$ cat src/rtl/ahb_pkg.sv
// rtl/ahb_pkg.sv - shared AHB-Lite codes, burst length helper and arbiter state encoding
package ahb_pkg;

    localparam logic [1:0] HTRANS_IDLE   = 2'b00;
    localparam logic [1:0] HTRANS_BUSY   = 2'b01;
    localparam logic [1:0] HTRANS_NONSEQ = 2'b10;
    localparam logic [1:0] HTRANS_SEQ    = 2'b11;

    localparam logic [2:0] HBURST_SINGLE = 3'b000;
    localparam logic [2:0] HBURST_INCR   = 3'b001;
    localparam logic [2:0] HBURST_WRAP4  = 3'b010;
    localparam logic [2:0] HBURST_INCR4  = 3'b011;
    localparam logic [2:0] HBURST_WRAP8  = 3'b100;
    localparam logic [2:0] HBURST_INCR8  = 3'b101;
    localparam logic [2:0] HBURST_WRAP16 = 3'b110;
    localparam logic [2:0] HBURST_INCR16 = 3'b111;

    typedef enum logic [1:0] {
        ST_FREE  = 2'd0,
        ST_BURST = 2'd1,
        ST_INCR  = 2'd2,
        ST_LOCK  = 2'd3
    } arb_state_e;

    // Beats in a fixed-length burst; SINGLE and INCR report 1.
    function automatic logic [4:0] burst_beats(input logic [2:0] hburst);
        case (hburst[2:1])
            2'b01:   burst_beats = 5'd4;
            2'b10:   burst_beats = 5'd8;
            2'b11:   burst_beats = 5'd16;
            default: burst_beats = 5'd1;
        endcase
    endfunction

endpackage

$ cat src/rtl/rr_pick4.sv
// rtl/rr_pick4.sv - combinational 4-way round-robin / fixed-priority picker
module rr_pick4 (
    input  logic       fixed_prio_i,
    input  logic [1:0] ptr_i,
    input  logic [3:0] req_i,
    output logic       valid_o,
    output logic [1:0] pick_o
);

    logic [1:0] cand;

    // Walk candidates from lowest to highest priority so the last hit wins.
    always_comb begin
        valid_o = |req_i;
        pick_o  = ptr_i;
        cand    = ptr_i;
        if (fixed_prio_i) begin
            for (int k = 3; k >= 0; k--) begin
                if (req_i[k]) pick_o = 2'(k);
            end
        end else begin
            // k=4 wraps to the pointer itself: the last holder ranks lowest.
            for (int k = 4; k >= 1; k--) begin
                cand = ptr_i + 2'(k);
                if (req_i[cand]) pick_o = cand;
            end
        end
    end

endmodule

$ cat src/rtl/ahb_slave_arbiter.sv
// rtl/ahb_slave_arbiter.sv - per-slave-port address/data phase owner arbiter
module ahb_slave_arbiter
    import ahb_pkg::*;
#(
    parameter int PRIORITY_MODE = 0,
    parameter int PARK_MASTER   = 0
) (
    input  logic       HCLK,
    input  logic       HRESET,
    input  logic [3:0] M_REQ,
    input  logic [1:0] HTRANS,
    input  logic [2:0] HBURST,
    input  logic       HMASTLOCK,
    input  logic       HREADY,
    output logic [1:0] Master_Sel_A,
    output logic [1:0] Master_Sel_D,
    output logic [3:0] GRANT
);

    localparam logic [1:0] PARK = PARK_MASTER[1:0];

    arb_state_e state_q, state_d;
    arb_state_e start_state;
    logic [3:0] cnt_q, cnt_d;
    logic [3:0] start_cnt;
    logic [1:0] sel_a_q, sel_a_d;
    logic [1:0] sel_d_q, sel_d_d;
    logic [1:0] ptr_q, ptr_d;
    logic       pick_valid;
    logic [1:0] pick;

    rr_pick4 u_pick (
        .fixed_prio_i (PRIORITY_MODE != 0),
        .ptr_i        (ptr_q),
        .req_i        (M_REQ),
        .valid_o      (pick_valid),
        .pick_o       (pick)
    );

    // State register: everything returns to the park master on reset.
    always_ff @(posedge HCLK) begin
        if (HRESET) begin
            state_q <= ST_FREE;
            cnt_q   <= 4'd0;
            sel_a_q <= PARK;
            sel_d_q <= PARK;
            ptr_q   <= PARK;
        end else begin
            state_q <= state_d;
            cnt_q   <= cnt_d;
            sel_a_q <= sel_a_d;
            sel_d_q <= sel_d_d;
            ptr_q   <= ptr_d;
        end
    end

    // Next state: evaluate the owner's accepted transfer, then hand over if free.
    always_comb begin
        state_d     = state_q;
        cnt_d       = cnt_q;
        sel_a_d     = sel_a_q;
        sel_d_d     = sel_d_q;
        ptr_d       = ptr_q;
        start_state = ST_FREE;
        start_cnt   = 4'd0;

        // What a NONSEQ opens; SEQ/BUSY/IDLE outside a burst behave as SINGLE.
        if (HTRANS == HTRANS_NONSEQ) begin
            if (HBURST == HBURST_INCR) begin
                start_state = ST_INCR;
            end else if (HBURST != HBURST_SINGLE) begin
                start_state = ST_BURST;
                start_cnt   = 4'(burst_beats(HBURST) - 5'd1);
            end
        end

        if (HREADY) begin
            sel_d_d = sel_a_q;
            if (HMASTLOCK && (HTRANS != HTRANS_IDLE)) begin
                state_d = ST_LOCK;
                cnt_d   = 4'd0;
            end else begin
                case (state_q)
                    ST_FREE: begin
                        state_d = start_state;
                        cnt_d   = start_cnt;
                    end
                    ST_BURST: begin
                        if ((HTRANS == HTRANS_SEQ) && (cnt_q != 4'd0)) begin
                            cnt_d = cnt_q - 4'd1;
                            if (cnt_q == 4'd1) state_d = ST_FREE;
                        end
                    end
                    ST_INCR: begin
                        if (!M_REQ[sel_a_q] || (HTRANS == HTRANS_IDLE)) begin
                            state_d = ST_FREE;
                        end else if (HTRANS == HTRANS_NONSEQ) begin
                            state_d = start_state;
                            cnt_d   = start_cnt;
                        end
                    end
                    ST_LOCK: begin
                        if (!HMASTLOCK && (HTRANS == HTRANS_IDLE)) begin
                            state_d = ST_FREE;
                        end else if (!HMASTLOCK && (HTRANS == HTRANS_NONSEQ)) begin
                            state_d = start_state;
                            cnt_d   = start_cnt;
                        end
                    end
                    default: state_d = ST_FREE;
                endcase
            end

            if (state_d == ST_FREE) begin
                if (pick_valid) begin
                    sel_a_d = pick;
                    ptr_d   = pick;
                end else begin
                    sel_a_d = PARK;
                end
            end
        end
    end

    // Outputs: mux selects straight from registers, GRANT decoded from Sel_A.
    always_comb begin
        Master_Sel_A = sel_a_q;
        Master_Sel_D = sel_d_q;
        GRANT        = 4'b0001 << sel_a_q;
    end

endmodule

$ cat config.mk
export PLATFORM = sky130hd
export DESIGN_NAME = ahb_slave_arbiter
export DESIGN_NICKNAME = d
export VERILOG_FILES = /design/src/rtl/ahb_pkg.sv /design/src/rtl/rr_pick4.sv /design/src/rtl/ahb_slave_arbiter.sv
export SDC_FILE = /design/constraint.sdc
export NUM_CORES = 1
export LEC_CHECK = 0
export BUFFER_PORTS_ARGS = -buffer_cell sky130_fd_sc_hd__buf_4
export CORE_UTILIZATION = 53
export DETAILED_ROUTE_END_ITERATION = 10
export GPL_TIMING_DRIVEN = 0
export PLACE_DENSITY = 0.85
export SETUP_SLACK_MARGIN = 0.1
export SLEW_MARGIN = 25
export SYNTH_ARGS = -nofsm -noshare
export SYNTH_HDL_FRONTEND = slang
export SYNTH_SLANG_ARGS = --single-unit
$ cat constraint.sdc
create_clock -name HCLK -period 2.18 [get_ports HCLK]
set_clock_uncertainty 0.05 [all_clocks]
set_input_delay 0.218 -clock HCLK [delete_from_list [all_inputs] [get_ports HCLK]]
set_output_delay 0.218 -clock HCLK [all_outputs]
set_load 0.05 [all_outputs]
After elaboration in Yosys (flattened, before gate mapping). Cells that the tools add are included. W data, S select, Z words.

Equal/unequal tests: 15. $lt $le $gt $ge: 4. Add/subtract/negate cells: 5. Reductions and logical operators: 17. Shift operators: 1. Multiplexer cells: 38.

Operators with widths (count): $mux W4 (12); $mux W2 (14); $pmux W4 S4 (1); $ne A3 B3 Y1 const B (5); $eq A2 B2 Y1 const B (6); $lt A2 B3 Y1 const B (4); $pmux W4 S3 (1); $bmux W1 S2 (4); $pmux W2 S4 (1); $sub A4 B1 Y4 const B (2); $logic_not A2 Y1 (3); $reduce_and A6 Y1 (1); $mux W1 (5); $add A2 B2 Y2 const B (2); $eq A2 B1 Y1 const B (2); $eq A4 B1 Y1 const B (1); $logic_and A1 B1 Y1 (4); $reduce_bool A4 Y1 (1); $reduce_or A4 Y1 (1); $shl A1 B2 Y4 const A (1); $eq A3 B1 Y1 const B (1); $reduce_and A3 Y1 (1); $reduce_bool A3 Y1 (1); $add A2 B1 Y2 const B (1); 4 further kinds (5).

Bits of input ports: 13. Flip-flop bits (word level): 12. Output and inout bits: 8.

Longest topological paths before layout.
Depth after elaboration: 13. Depth in mapped cells: 7. Depth with buffers taken out: 7.

Hierarchy. A second synthesis with hierarchy kept.

Cell total of the unflattened synthesis: 126. Area, all modules: 983.4 um^2.

Modules (own cells, without submodules): ahb_slave_arbiter (cells each 111, area an instance 875.8 um^2, times used 1); rr_pick4 (cells each 15, area an instance 107.6 um^2, times used 1).

Worst setup path before layout. Ideal clock, no wire load.

Path kind: reg-to-reg. From: register sel_a_q[1] (netlist: Master_Sel_A[1]). To: register ptr_q[0]. Library setup time: 0.127 ns. Path slack: 0.181 ns. Data arrival time: 1.821 ns. Cell stages (with the launch flop): 7. Buffers on the path: 1. Cell sequence: dfxtp_1 -> clkbuf_1 -> o21ai_0 -> o22a_1 -> a221oi_4 -> nand2b_1 -> o21ai_1.

Longest elaborated chain between the ends: 10.

RTL lines: start, declared (RTL line ahb_slave_arbiter.sv:26) `logic [1:0] sel_a_q, sel_a_d;`; start signal, assigned (RTL line ahb_slave_arbiter.sv:51) `sel_a_q <= sel_a_d;`; $bmux W1 S2 (RTL line ahb_slave_arbiter.sv:95) `if (!M_REQ[sel_a_q] || (HTRANS == HTRANS_IDLE)) begin`; $mux W1 (implied by the code) (RTL line ahb_slave_arbiter.sv:95); $logic_not A1 Y1 (RTL line ahb_slave_arbiter.sv:95); $logic_or A1 B1 Y1 (RTL line ahb_slave_arbiter.sv:95); $mux W2 (RTL line ahb_slave_arbiter.sv:95); $pmux W2 S4 (RTL line ahb_slave_arbiter.sv:83) `case (state_q)`; $mux W2 (RTL line ahb_slave_arbiter.sv:79) `if (HMASTLOCK && (HTRANS != HTRANS_IDLE)) begin`; $mux W2 (RTL line ahb_slave_arbiter.sv:77) `if (HREADY) begin`; $logic_not A2 Y1 (RTL line ahb_slave_arbiter.sv:114) `if (state_d == ST_FREE) begin`; $reduce_and A3 Y1 (no source line); end signal, assigned (RTL line ahb_slave_arbiter.sv:53) `ptr_q <= ptr_d;`; end, declared (RTL line ahb_slave_arbiter.sv:28) `logic [1:0] ptr_q, ptr_d;`.

No other way between the ends. The select of a mux whose other input is x is not followed. A chain may end at the register's enable or synchronous reset.

Worst setup path in the final report.
From: register cnt_q[0]. To: register sel_a_q[1] (netlist: Master_Sel_A[1]).

Longest elaborated chain between the ends: 8. Elaborated cells between the ends (all ways): 10. Those cells by class: eq/ne (1); mux (5); reduce/logical (4).

RTL lines: start, declared (RTL line ahb_slave_arbiter.sv:24) `logic [3:0] cnt_q, cnt_d;`; start signal, assigned (RTL line ahb_slave_arbiter.sv:50) `cnt_q <= cnt_d;`; $eq A4 B1 Y1 or $reduce_bool A4 Y1 (tied branches) (RTL line ahb_slave_arbiter.sv:91, ahb_slave_arbiter.sv:89); $mux W2 or $logic_and A1 B1 Y1 (tied branches) (RTL line ahb_slave_arbiter.sv:91, ahb_slave_arbiter.sv:89); $mux W2 * (RTL line ahb_slave_arbiter.sv:89) `if ((HTRANS == HTRANS_SEQ) && (cnt_q != 4'd0)) begin`; $pmux W2 S4 * (RTL line ahb_slave_arbiter.sv:83); $mux W2 * (RTL line ahb_slave_arbiter.sv:79); $mux W2 * (RTL line ahb_slave_arbiter.sv:77); $logic_not A2 Y1 * (RTL line ahb_slave_arbiter.sv:114); $reduce_and A2 Y1 (no source line) *.

Every way passes the cells marked *; elsewhere a longest branch is shown, timed or not. The select of a mux whose other input is x is not followed.

==> impl_metrics.toml <==
[synthesis]
synth-edff-count = 0
postSynth.topFlopCell = "dfxtp_1"
synth-seq-area-share_pct = 24.8
syn-mean-instance-area_um2 = 7.80
ys_types = 43
yosysWarningCount = 0
netlist_instances = 124
async_reset_ff_share_pct = 0
synth_seq_cells = 12
mappedNetlistNets = 139
syn_area_um2 = 967

[global_route]
grt-ovfl-total = 0
largest_net_degree_at_the_start_of_global_routing = 11
grt_pass1_vias = 980
grt_antenna_before_repair = 0
grtUsageTotal_pct = 27.6
grt_first_pass_wirelength_um = 4150

[detailed_routing]
post_dr_vias_cell = 5.92
post_drt_wl_per_cell_um = 14.5
wl_met1_um = 1080
drt_pre_antenna_iters = 4
detail_route.drc_violations = 0
routed-via-count = 1036
drt-initial-drc-count = 35
dr.max_layer_used = "met4"
wl_met3_um = 117
routed_wirelength_um = 2530
antenna_violating_nets_post_route = 0
wl_met2_um = 1300

[sta]
worst_slew_pin_slew_ns = 0.817
grt_setup_unrepaired = "true"
slew_viol_final = 0
worst_case_headroom_to_the_max_slew_limit_pct = 45.0
period_minus_slack_ns = 2.06
finalCritPeriodShare_pct = 94.4
maxClockFrequency_mhz = 486
final-setup-viol-count = 0
tightest_hold_margin_ns = 0.184
aggregate_negative_setup_slack_ns = 0
report.final.hold_viol_count = 0

[cells_and_area]
area_growth_pct = 26.6
nNetsFinal = 166
layout-drive-gt1-share_pct = 28.0
antenna-diode-count = 0
fin_area_um2 = 1220

[setup_path]
r2r.worst_path.cells = 8
worstReg2RegEnd = "Master_Sel_A[1]$_SDFFE_PP0P_"
cp_max_fo = 4
worstPathBufferInverterCount = 2
critPathMaxStageDelay_ns = 0.49
ff2ff_setup_slack_ns = 0.12
worst-endpoint-required_ns = 2.30
worstSetupEndpoint = "Master_Sel_A[1]$_SDFFE_PP0P_"
timing.critical_path.depth = 8
cp-end-kind = "register"
critical_path_class = "register to register"
critical_path.top_delay_family = "compound AO/OA/AOI/OAI gates"
worstSetupStartpointType = "register"
regToRegStartpoint = "cnt_q[0]$_SDFFE_PP0P_"
crit_arrival_ns = 2.18
cp_cell_sequence = "inv_2, ha_4, or4b_4, o31ai_4, o211ai_2, buf_4, o211ai_1, o21ai_1"
startpoint = "cnt_q[0]$_SDFFE_PP0P_"
worst_path_max_delay_cell = "or4b_4"

[floorplanning]
die-width_um = 44.7
boundaryPins = 21
dieArea_um2 = 2000
initial_core_util_pct = 56.0
core_region_area_um2 = 1730
placementRows = 15
die_y_um = 44.7

[min_path]
hold_path_startpoint = "HRESET"
worstHoldPathType = "primary input to register"

[power_and_ir_drop]
seq_power_share_pct = 36.2
power_per_cell_area_nw_per_um2 = 553
power.internal_uw = 431
comb_power_share_pct = 35.3
p_leak_nw = 0.487
power.switching_fraction_pct = 36.4
ir_worst_vdd_mv = 0.368
total_switching_power_uw = 246
power.share.clock_pct = 28.5

[placed_design]
hpwlAfterDp_um = 1820
buffer_ports.inserted = 18
routabilityCongestion = 0.852
post_dp_cell_area_um2 = 1130

[clock_network]
clock_tree.buffer_depth = 2
cts_made_buffers = 3
htree_levels = 1
cts-hold-fix-buffers = 0
tritoncts = "yes"
clkTransAtPathRegs_ns = 0.09
worst_skew_pair.late_latency_ns = 0.29
cts.sink_count = 12
cts.root.buffer_cell = "clkbuf_4"

[outcome]
run_status = "finished, final reports clean"

[flow_run]
max_cap_viol_count = 0
## layout make-up
type / count / area, µm²
plain buffers: 7 / 32.5
fillers: 137 / 502
clock buffers: 4 / 36.3
repair buffers: 22 / 165
inverters: 8 / 30.0
flip-flops and latches: 12 / 245
multi-input cells: 97 / 684
well taps: 25 / 31.3
## placed cells by master (no fill, tap or decap), types with 2 or more instances in the layout
cell and count:
buf_2 4, buf_4 22, a311oi_1 2, nand2b_1 5, clkbuf_4 3, a21oi_1 3, mux2i_1 5, inv_1 6
nor2b_1 8, nand2_1 9, clkbuf_1 2, nor2_1 14, inv_2 2, a221oi_1 2, o21ai_1 8, nand3_1 2
o21ai_0 7, o211ai_1 4, dfxtp_1 10
## synthesized netlist by cell type (2+ instances only)
library cell | count | share of area [%]
o211ai_1 | 4 | 3.1
nor2b_1 | 8 | 5.2
a21oi_1 | 3 | 1.6
o21ai_1 | 8 | 4.1
dfxtp_1 | 12 | 25
a311oi_1 | 2 | 1.8
inv_1 | 8 | 3.1
o311ai_1 | 2 | 1.8
mux2i_1 | 5 | 5.2
nand2b_1 | 5 | 3.2
nand3_1 | 2 | 1.0
ha_1 | 2 | 2.6
a221oi_1 | 2 | 1.8
o21ai_0 | 7 | 3.6
buf_2 | 4 | 2.1
clkbuf_1 | 2 | 0.78
nor2_1 | 14 | 5.4
nand2_1 | 9 | 3.5
## logic make-up after synthesis
kind of cell | Yosys count | share of synthesized area (%)
AO/OA/AOI/OAI | 45 | 37.0
AND/OR/NAND/NOR | 45 | 23.9
buffers and inverters | 15 | 6.47
flip-flops | 12 | 24.8
multiplexers | 5 | 5.17
adder cells (fa/ha/maj) | 2 | 2.59
## registers in the layout, summed over array words and instances, names as in the netlist
name          flops
Master_Sel_A      2
Master_Sel_D      2
cnt_q             4
ptr_q             2
state_q           2
## stage by stage
stage          std cells  total power [mW]  setup WS [ns]  utilization (%)
6_report             175             0.677          0.122             70.9
5_1_grt              175             0.705         0.0604             70.9
4_1_cts              175             0.665         0.0960             69.9
3_5_place_dp         167             0.473        0.00270             65.7
3_3_place_gp         167             0.463          0.114             65.7
2_1_floorplan        124             0.408          0.181                -
## worst register-to-register path, stage by stage, from the launching register on
cell and delay (ns):
dfxtp_4 0.37, inv_2 0.04, ha_4 0.15, or4b_4 0.49
o31ai_4 0.22, o211ai_2 0.17, buf_4 0.18, o211ai_1 0.17
o21ai_1 0.09
## power groups by stage
stage / Combinational [mW] / Clock (mW) / Sequential (mW)
2_1_floorplan: 0.148 / 0 / 0.260
3_3_place_gp: 0.214 / 0 / 0.249
3_5_place_dp: 0.222 / 0 / 0.251
4_1_cts: 0.233 / 0.187 / 0.245
5_1_grt: 0.260 / 0.197 / 0.248
6_report: 0.239 / 0.193 / 0.245
## worst min-delay path by stage
stage,depth (start not counted),endpoint
after floorplan,2,Master_Sel_A[0]$_SDFFE_PP0P_
after global placement,2,cnt_q[1]$_SDFFE_PP0P_
after detailed placement,2,cnt_q[1]$_SDFFE_PP0P_
after CTS,3,Master_Sel_A[0]$_SDFFE_PP0P_
after global routing,3,Master_Sel_A[0]$_SDFFE_PP0P_
final,3,Master_Sel_A[0]$_SDFFE_PP0P_
## routing by layer
layer	up-vias	track usage (%)
met5	-	0
li1	511	-
met4	0	9.70
met1	488	33.7
met3	5	2.80
met2	32	50.3
## repair_timing
item | CTS | global route
setup endpoints to repair | 2 | 4
buffers inserted | 4 | 0
cloned | 0 | 0
resized for setup | 4 | 4
pin swaps | 3 | 3
(Power assumes the default switching activity.)
